File: config.mk
export PLATFORM = sky130hd
export DESIGN_NAME = fb_port_scheduler
export DESIGN_NICKNAME = d
export VERILOG_FILES = /design/src/rtl/fb_port_scheduler.sv
export SDC_FILE = /design/constraint.sdc
export NUM_CORES = 1
export LEC_CHECK = 0
export ABC_AREA = 1
export CAP_MARGIN = 15
export CORE_MARGIN = 2
export CORE_UTILIZATION = 54
export CTS_BUF_LIST = sky130_fd_sc_hd__clkbuf_4 sky130_fd_sc_hd__clkbuf_8 sky130_fd_sc_hd__clkbuf_16
export DETAILED_ROUTE_END_ITERATION = 8
export PLACE_DENSITY = 0.83
export SLEW_MARGIN = 20
export SYNTH_ARGS = -nofsm -noshare
export SYNTH_HDL_FRONTEND = slang
export SYNTH_SLANG_ARGS = --single-unit
export TNS_END_PERCENT = 50
File: constraint.sdc
create_clock -name clk -period 4.6 [get_ports clk]
set_clock_uncertainty 0.05 [all_clocks]
set_input_delay 0.46 -clock clk [delete_from_list [all_inputs] [get_ports clk]]
set_output_delay 0.46 -clock clk [all_outputs]
set_load 0.02 [all_outputs]
File: src/rtl/fb_port_scheduler.sv
// Framebuffer port scheduler: arbitrates the single-port 400x300 RGB222
// framebuffer between VGA scan-out reads (hard priority), a frame-clear
// engine and a host pixel-write port, and drives the 2x-replicated pixel
// stream to the DAC.
// Optional feature macro: FB_VBLANK_WR_ONLY_EN (restricts host and clear
// writes to vertical blanking lines for tear-free updates).
module fb_port_scheduler #(
    parameter int FB_W     = 400,
    parameter int FB_H     = 300,
    parameter int H_ACTIVE = 800,
    parameter int V_ACTIVE = 600,
    parameter int AW       = 17
) (
    input  logic          clk,
    input  logic          rst,
    input  logic [10:0]   count_rgb,
    input  logic [9:0]    reset_count_rgb,
    input  logic          wr_valid,
    output logic          wr_ready,
    input  logic [8:0]    wr_x,
    input  logic [8:0]    wr_y,
    input  logic [5:0]    wr_data,
    input  logic          clear_req,
    input  logic [5:0]    clear_color,
    output logic          clear_busy,
    output logic          clear_done,
    output logic [7:0]    wr_oob_cnt,
    output logic          mem_en,
    output logic          mem_we,
    output logic [AW-1:0] mem_addr,
    output logic [5:0]    mem_wdata,
    input  logic [5:0]    mem_rdata,
    output logic [1:0]    red_1,
    output logic [1:0]    green_1,
    output logic [1:0]    blue_1
);

    localparam logic [AW-1:0] FbWidth  = AW'(FB_W);
    localparam logic [AW-1:0] LastAddr = AW'(FB_W * FB_H - 1);

    typedef enum logic {
        RUN   = 1'b0,
        CLEAR = 1'b1
    } state_t;

    state_t        state_q;
    logic [AW-1:0] clrAddr_q;
    logic [5:0]    clrColor_q;
    logic [7:0]    oobCnt_q;
    logic          act1_q;
    logic          rdRet1_q;
    logic [5:0]    hold_q;
    logic [5:0]    hold_d;
    logic [5:0]    rgb_q;

    logic          active;
    logic          scanSlot;
    logic          writeSlot;
    logic          wrXfer;
    logic          wrInRange;
    logic          clrWrite;
    logic          clrLast;
    logic [AW-1:0] scanAddr;
    logic [AW-1:0] hostAddr;

    // Visible region and slot classification; even visible columns belong
    // to scan-out, every other cycle is free for writes.
    assign active   = (32'(count_rgb) < H_ACTIVE) && (32'(reset_count_rgb) < V_ACTIVE);
    assign scanSlot = active && !count_rgb[0];

`ifdef FB_VBLANK_WR_ONLY_EN
    assign writeSlot = !scanSlot && (32'(reset_count_rgb) >= V_ACTIVE);
`else
    assign writeSlot = !scanSlot;
`endif

    // Each source pixel covers a 2x2 block of screen pixels, so both
    // counters are halved before forming the row-major address.
    assign scanAddr = AW'(reset_count_rgb[9:1]) * FbWidth + AW'(count_rgb[10:1]);
    assign hostAddr = AW'(wr_y) * FbWidth + AW'(wr_x);

    assign wrInRange  = (32'(wr_x) < FB_W) && (32'(wr_y) < FB_H);
    assign wr_ready   = !rst && (state_q == RUN) && writeSlot;
    assign wrXfer     = wr_valid && wr_ready;
    assign clrWrite   = !rst && (state_q == CLEAR) && writeSlot;
    assign clrLast    = (clrAddr_q == LastAddr);
    assign clear_done = clrWrite && clrLast;
    assign clear_busy = (state_q == CLEAR);
    assign wr_oob_cnt = oobCnt_q;

    // RAM port mux: scan read first, then clear engine, then host write;
    // out-of-range host writes are swallowed without touching the RAM.
    always_comb begin
        mem_en    = 1'b0;
        mem_we    = 1'b0;
        mem_addr  = '0;
        mem_wdata = '0;
        if (!rst) begin
            if (scanSlot) begin
                mem_en   = 1'b1;
                mem_addr = scanAddr;
            end else if (clrWrite) begin
                mem_en    = 1'b1;
                mem_we    = 1'b1;
                mem_addr  = clrAddr_q;
                mem_wdata = clrColor_q;
            end else if (wrXfer && wrInRange) begin
                mem_en    = 1'b1;
                mem_we    = 1'b1;
                mem_addr  = hostAddr;
                mem_wdata = wr_data;
            end
        end
    end

    // Clear engine state machine: a request in RUN latches the colour and
    // restarts the sweep; the sweep advances on every usable write slot.
    always_ff @(posedge clk or posedge rst) begin
        if (rst) begin
            state_q    <= RUN;
            clrAddr_q  <= '0;
            clrColor_q <= '0;
        end else begin
            case (state_q)
                RUN: begin
                    if (clear_req) begin
                        state_q    <= CLEAR;
                        clrAddr_q  <= '0;
                        clrColor_q <= clear_color;
                    end
                end
                CLEAR: begin
                    if (clrWrite) begin
                        if (clrLast) begin
                            state_q   <= RUN;
                            clrAddr_q <= '0;
                        end else begin
                            clrAddr_q <= clrAddr_q + AW'(1);
                        end
                    end
                end
                default: state_q <= RUN;
            endcase
        end
    end

    // Saturating count of host writes dropped for out-of-range coordinates.
    always_ff @(posedge clk or posedge rst) begin
        if (rst) begin
            oobCnt_q <= '0;
        end else if (wrXfer && !wrInRange && (oobCnt_q != 8'hFF)) begin
            oobCnt_q <= oobCnt_q + 8'd1;
        end
    end

    // The hold register only takes RAM data in the cycle after a scan read,
    // so the odd column that follows re-shows the same source pixel.
    assign hold_d = rdRet1_q ? mem_rdata : hold_q;

    // Scan-out pipeline: the active flag and read-return marker travel one
    // stage, then the pixel lands in the output register two cycles after
    // the counters that requested it; blanking forces black.
    always_ff @(posedge clk or posedge rst) begin
        if (rst) begin
            act1_q   <= 1'b0;
            rdRet1_q <= 1'b0;
            hold_q   <= '0;
            rgb_q    <= '0;
        end else begin
            act1_q   <= active;
            rdRet1_q <= scanSlot;
            hold_q   <= hold_d;
            rgb_q    <= act1_q ? hold_d : 6'd0;
        end
    end

    assign red_1   = rgb_q[5:4];
    assign green_1 = rgb_q[3:2];
    assign blue_1  = rgb_q[1:0];

endmodule

==> impl_metrics.env <==
export IMPL_status="complete, no violations"
export IMPL_synth_edf_count=0
export IMPL_post_route_cell_area_um2=6910
export IMPL_insertedDiodeCount=0
export IMPL_reg2reg_from="clear_busy"
export IMPL_portBuffers=101
export IMPL_grt_pass1_wl_um=24300
export IMPL_yosysWarnings=0
export IMPL_hold_ws_ns=0.431
export IMPL_grtUsageMet2_pct=46.8
export IMPL_synthArstFlopShare_pct=100
export IMPL_start_kind="input pin"
export IMPL_pwr_share_seq_pct=26.5
export IMPL_synth_avg_cell_area_um2=7.07
export IMPL_grtUsageMet3_pct=4.59
export IMPL_cts_tree="done"
export IMPL_placed_cell_area_um2=6760
export IMPL_core_area_um2=9730
export IMPL_post_route_drc_count=0
export IMPL_synth_seq_area_share_pct=21.4
export IMPL_tns_ns=0
export IMPL_crit_type="in -> out"
export IMPL_clk_path_buf_depth=2
export IMPL_route_vias_total=5496
export IMPL_endpoint_kind="primary output"
export IMPL_sw_frac_of_total_pct=43.5
export IMPL_h_tree_depth=2
export IMPL_die_w_um=104
export IMPL_synth_area_um2=5380
export IMPL_power_density_nw_per_um2=291
export IMPL_grt_total_usage_pct=26.5
export IMPL_finalHoldViolCount=0
export IMPL_slew_headroom_pct=64.0
export IMPL_regArea_um2=1150
export IMPL_leakage_nw=3.63
export IMPL_combPwrFrac_pct=58.4
export IMPL_drtPass1Iterations=7
export IMPL_multi_input_area_um2=3720
export IMPL_fill_cells=806
export IMPL_grt_pass1_vias=5472
export IMPL_initialDrtViolationCount=324
export IMPL_cts_num_sinks=46
export IMPL_final_nets=1045
export IMPL_vias_per_cell=5.34
export IMPL_clkLatencyLatePin_ns=0.29
export IMPL_clk_pin_slew_ns=0.08
export IMPL_setup_viol=0
export IMPL_synth_seq_cells=46
export IMPL_antenna_found_initial=0
export IMPL_finalCritPeriodShare_pct=96.3
export IMPL_dieHeight_um=104
export IMPL_initial_core_util_pct=55.3
export IMPL_wl_per_cell_um=13.6
export IMPL_hpwlAfterDp_um=11300
export IMPL_syn_nets=911
export IMPL_grt_overflow_total=0
export IMPL_cts_hold_buf=0
export IMPL_required_ns=4.09
export IMPL_tightest_slew_ns=0.538
export IMPL_final_common_cell="nand2_1"
export IMPL_area_delta_synth_final_pct=28.4
export IMPL_ir_drop_mv=0.176
export IMPL_cap_violations=0
export IMPL_yosys_cell_types_count=47
export IMPL_worst_hold_path_type="reg -> reg"
export IMPL_crit_path_start="reset_count_rgb[3]"
export IMPL_min_period_ns=4.43
export IMPL_mostFrequentLayoutCells="201 x nand2_1, 129 x inv_1, 92 x clkdlybuf4s50_1"
export IMPL_row_count=36
export IMPL_gp_congestion=0.937
export IMPL_ant_nets=0
export IMPL_power_net_switching_uw=875
export IMPL_min_from="hold_q[1]"
export IMPL_drv_slew=0
export IMPL_drive_gt1_share_pct=11.0
export IMPL_timing_fmax_mhz=226
export IMPL_worstPathMaxFanout=3
export IMPL_routed_wl_um=14000
export IMPL_cp_arrival_ns=3.92
export IMPL_busiest_layer="met2"
export IMPL_die_area_um2=10800
export IMPL_clockRootBuffer="clkbuf_8"
export IMPL_synthCells=761
export IMPL_grt_max_degree=42
export IMPL_cts_made_buffers=5
export IMPL_finalPower_mw=2.01
export IMPL_p_clk_share_pct=15.0
export IMPL_internal_power_mw=1.14
export IMPL_synth_top_flop_cell="dfrtp_1"
export IMPL_met1_usage_pct=33.7
export IMPL_r2r_setup_slack_ns=2.57
export IMPL_pin_count=103
export IMPL_rsz0062_at_grt="false"
per-layer routing:
layer	up-vias	wire length, um
met5	-	0
met2	179	6750
li1	2748	-
met4	0	281
met1	2537	6080
met3	32	853
worst max-delay path, cell delays in order:
cell and delay, ns:
clkdlybuf4s50_1 0.44, ha_1 0.35, ha_4 0.26, ha_4 0.26
inv_1 0.05, fa_1 0.52, inv_1 0.06, ha_4 0.28
inv_1 0.07, buf_4 0.14, o21ai_0 0.15, a21oi_1 0.06
nor2_1 0.19, clkdlybuf4s50_1 0.65
cells in the mapped netlist (2+ instances only):
master      n  area share [%]
a21oi_1    36             3.3
nand4_1    20             2.3
dfrtp_1    46              21
inv_1     129             9.0
o21a_1      6            0.84
xor2_1     11             1.8
nor2_4      6             1.3
nand3b_1    3            0.42
nor3_1     14             1.3
clkbuf_1    2            0.14
a31oi_1     9             1.0
nor2_1     30             2.1
buf_6       2            0.42
a22oi_1     2            0.28
nor2_2      4            0.46
ha_1       79              18
inv_2       5            0.35
a211oi_1    2            0.28
o21ai_0    29             2.7
nand3_1    56             5.2
nand2_2    13             1.5
nand2_1   201              14
a22o_1      3            0.49
buf_2       3            0.28
nand3_4     2            0.65
nand2_4     3            0.63
nor4_1      7            0.81
xnor2_1     7             1.1
nand3_2     2            0.37
fa_1       10             3.7
a21oi_2     3            0.49
state kept, by name (all words and copies together), names as in the netlist:
register and cells:
act1_q 1, clear_busy 1, clrAddr_q 17, rdRet1_q 1, rgb_q 6, clrColor_q 6
wr_oob_cnt 8, hold_q 6
final timing paths:
path / to / cells past startpoint
max in group asynchronous: clear_busy / 4
max reg2reg: clrAddr_q[9] / 8
min reg2reg: hold_q[1] / 2
min: hold_q[1] / 2
min in group asynchronous: clrAddr_q[16] / 3
max: mem_addr[9] / 14
through the flow:
stage                     std cells  setup WS (ns)  utilization [%]
after detailed placement       1021         -0.338             69.5
after global placement         1021         -0.233             69.5
after global routing           1029         0.0199             71.0
final                          1029          0.171             71.0
after floorplan                 761          0.783                -
after CTS                      1029         0.0128             70.6
power groups by stage:
stage	sequential (mW)	combinational [mW]	clock, mW
after floorplan	0.535	0.763	0
after global placement	0.536	1.10	0
after detailed placement	0.539	1.15	0
after CTS	0.533	1.15	0.308
after global routing	0.545	1.32	0.327
final	0.534	1.18	0.303
what timing repair did:
item / CTS / global route
cloned: 0 / 0
resized for setup: 10 / 16
pin swaps: 0 / 5
setup buffers: 0 / 0
setup endpoints to repair: 7 / 8
cell type report:
| cell class | count | share of cell area [%] |
|---|---|---|
| inverter | 135 | 7.33 |
| sequential | 46 | 16.7 |
| clock buffer | 7 | 1.21 |
| timing repair buffer | 135 | 18.1 |
| multi-input combinational | 572 | 53.9 |
| clock inverter | 1 | 0.435 |
| tap | 133 | 2.41 |
logic make-up (layout without fill, tap and decap cells):
| kind of cell | Yosys count | count (layout) | share of synthesized area [%] |
|---|---|---|---|
| compound gates | 94 | 94 | 10.3 |
| buf+inv | 143 | 278 | 10.4 |
| xor+xnor | 19 | 19 | 3.23 |
| flops | 46 | 46 | 21.4 |
| simple gates | 370 | 370 | 32.6 |
| fa+ha+maj | 89 | 89 | 22.1 |
No activity file was read; power rests on OpenSTA's default activity.
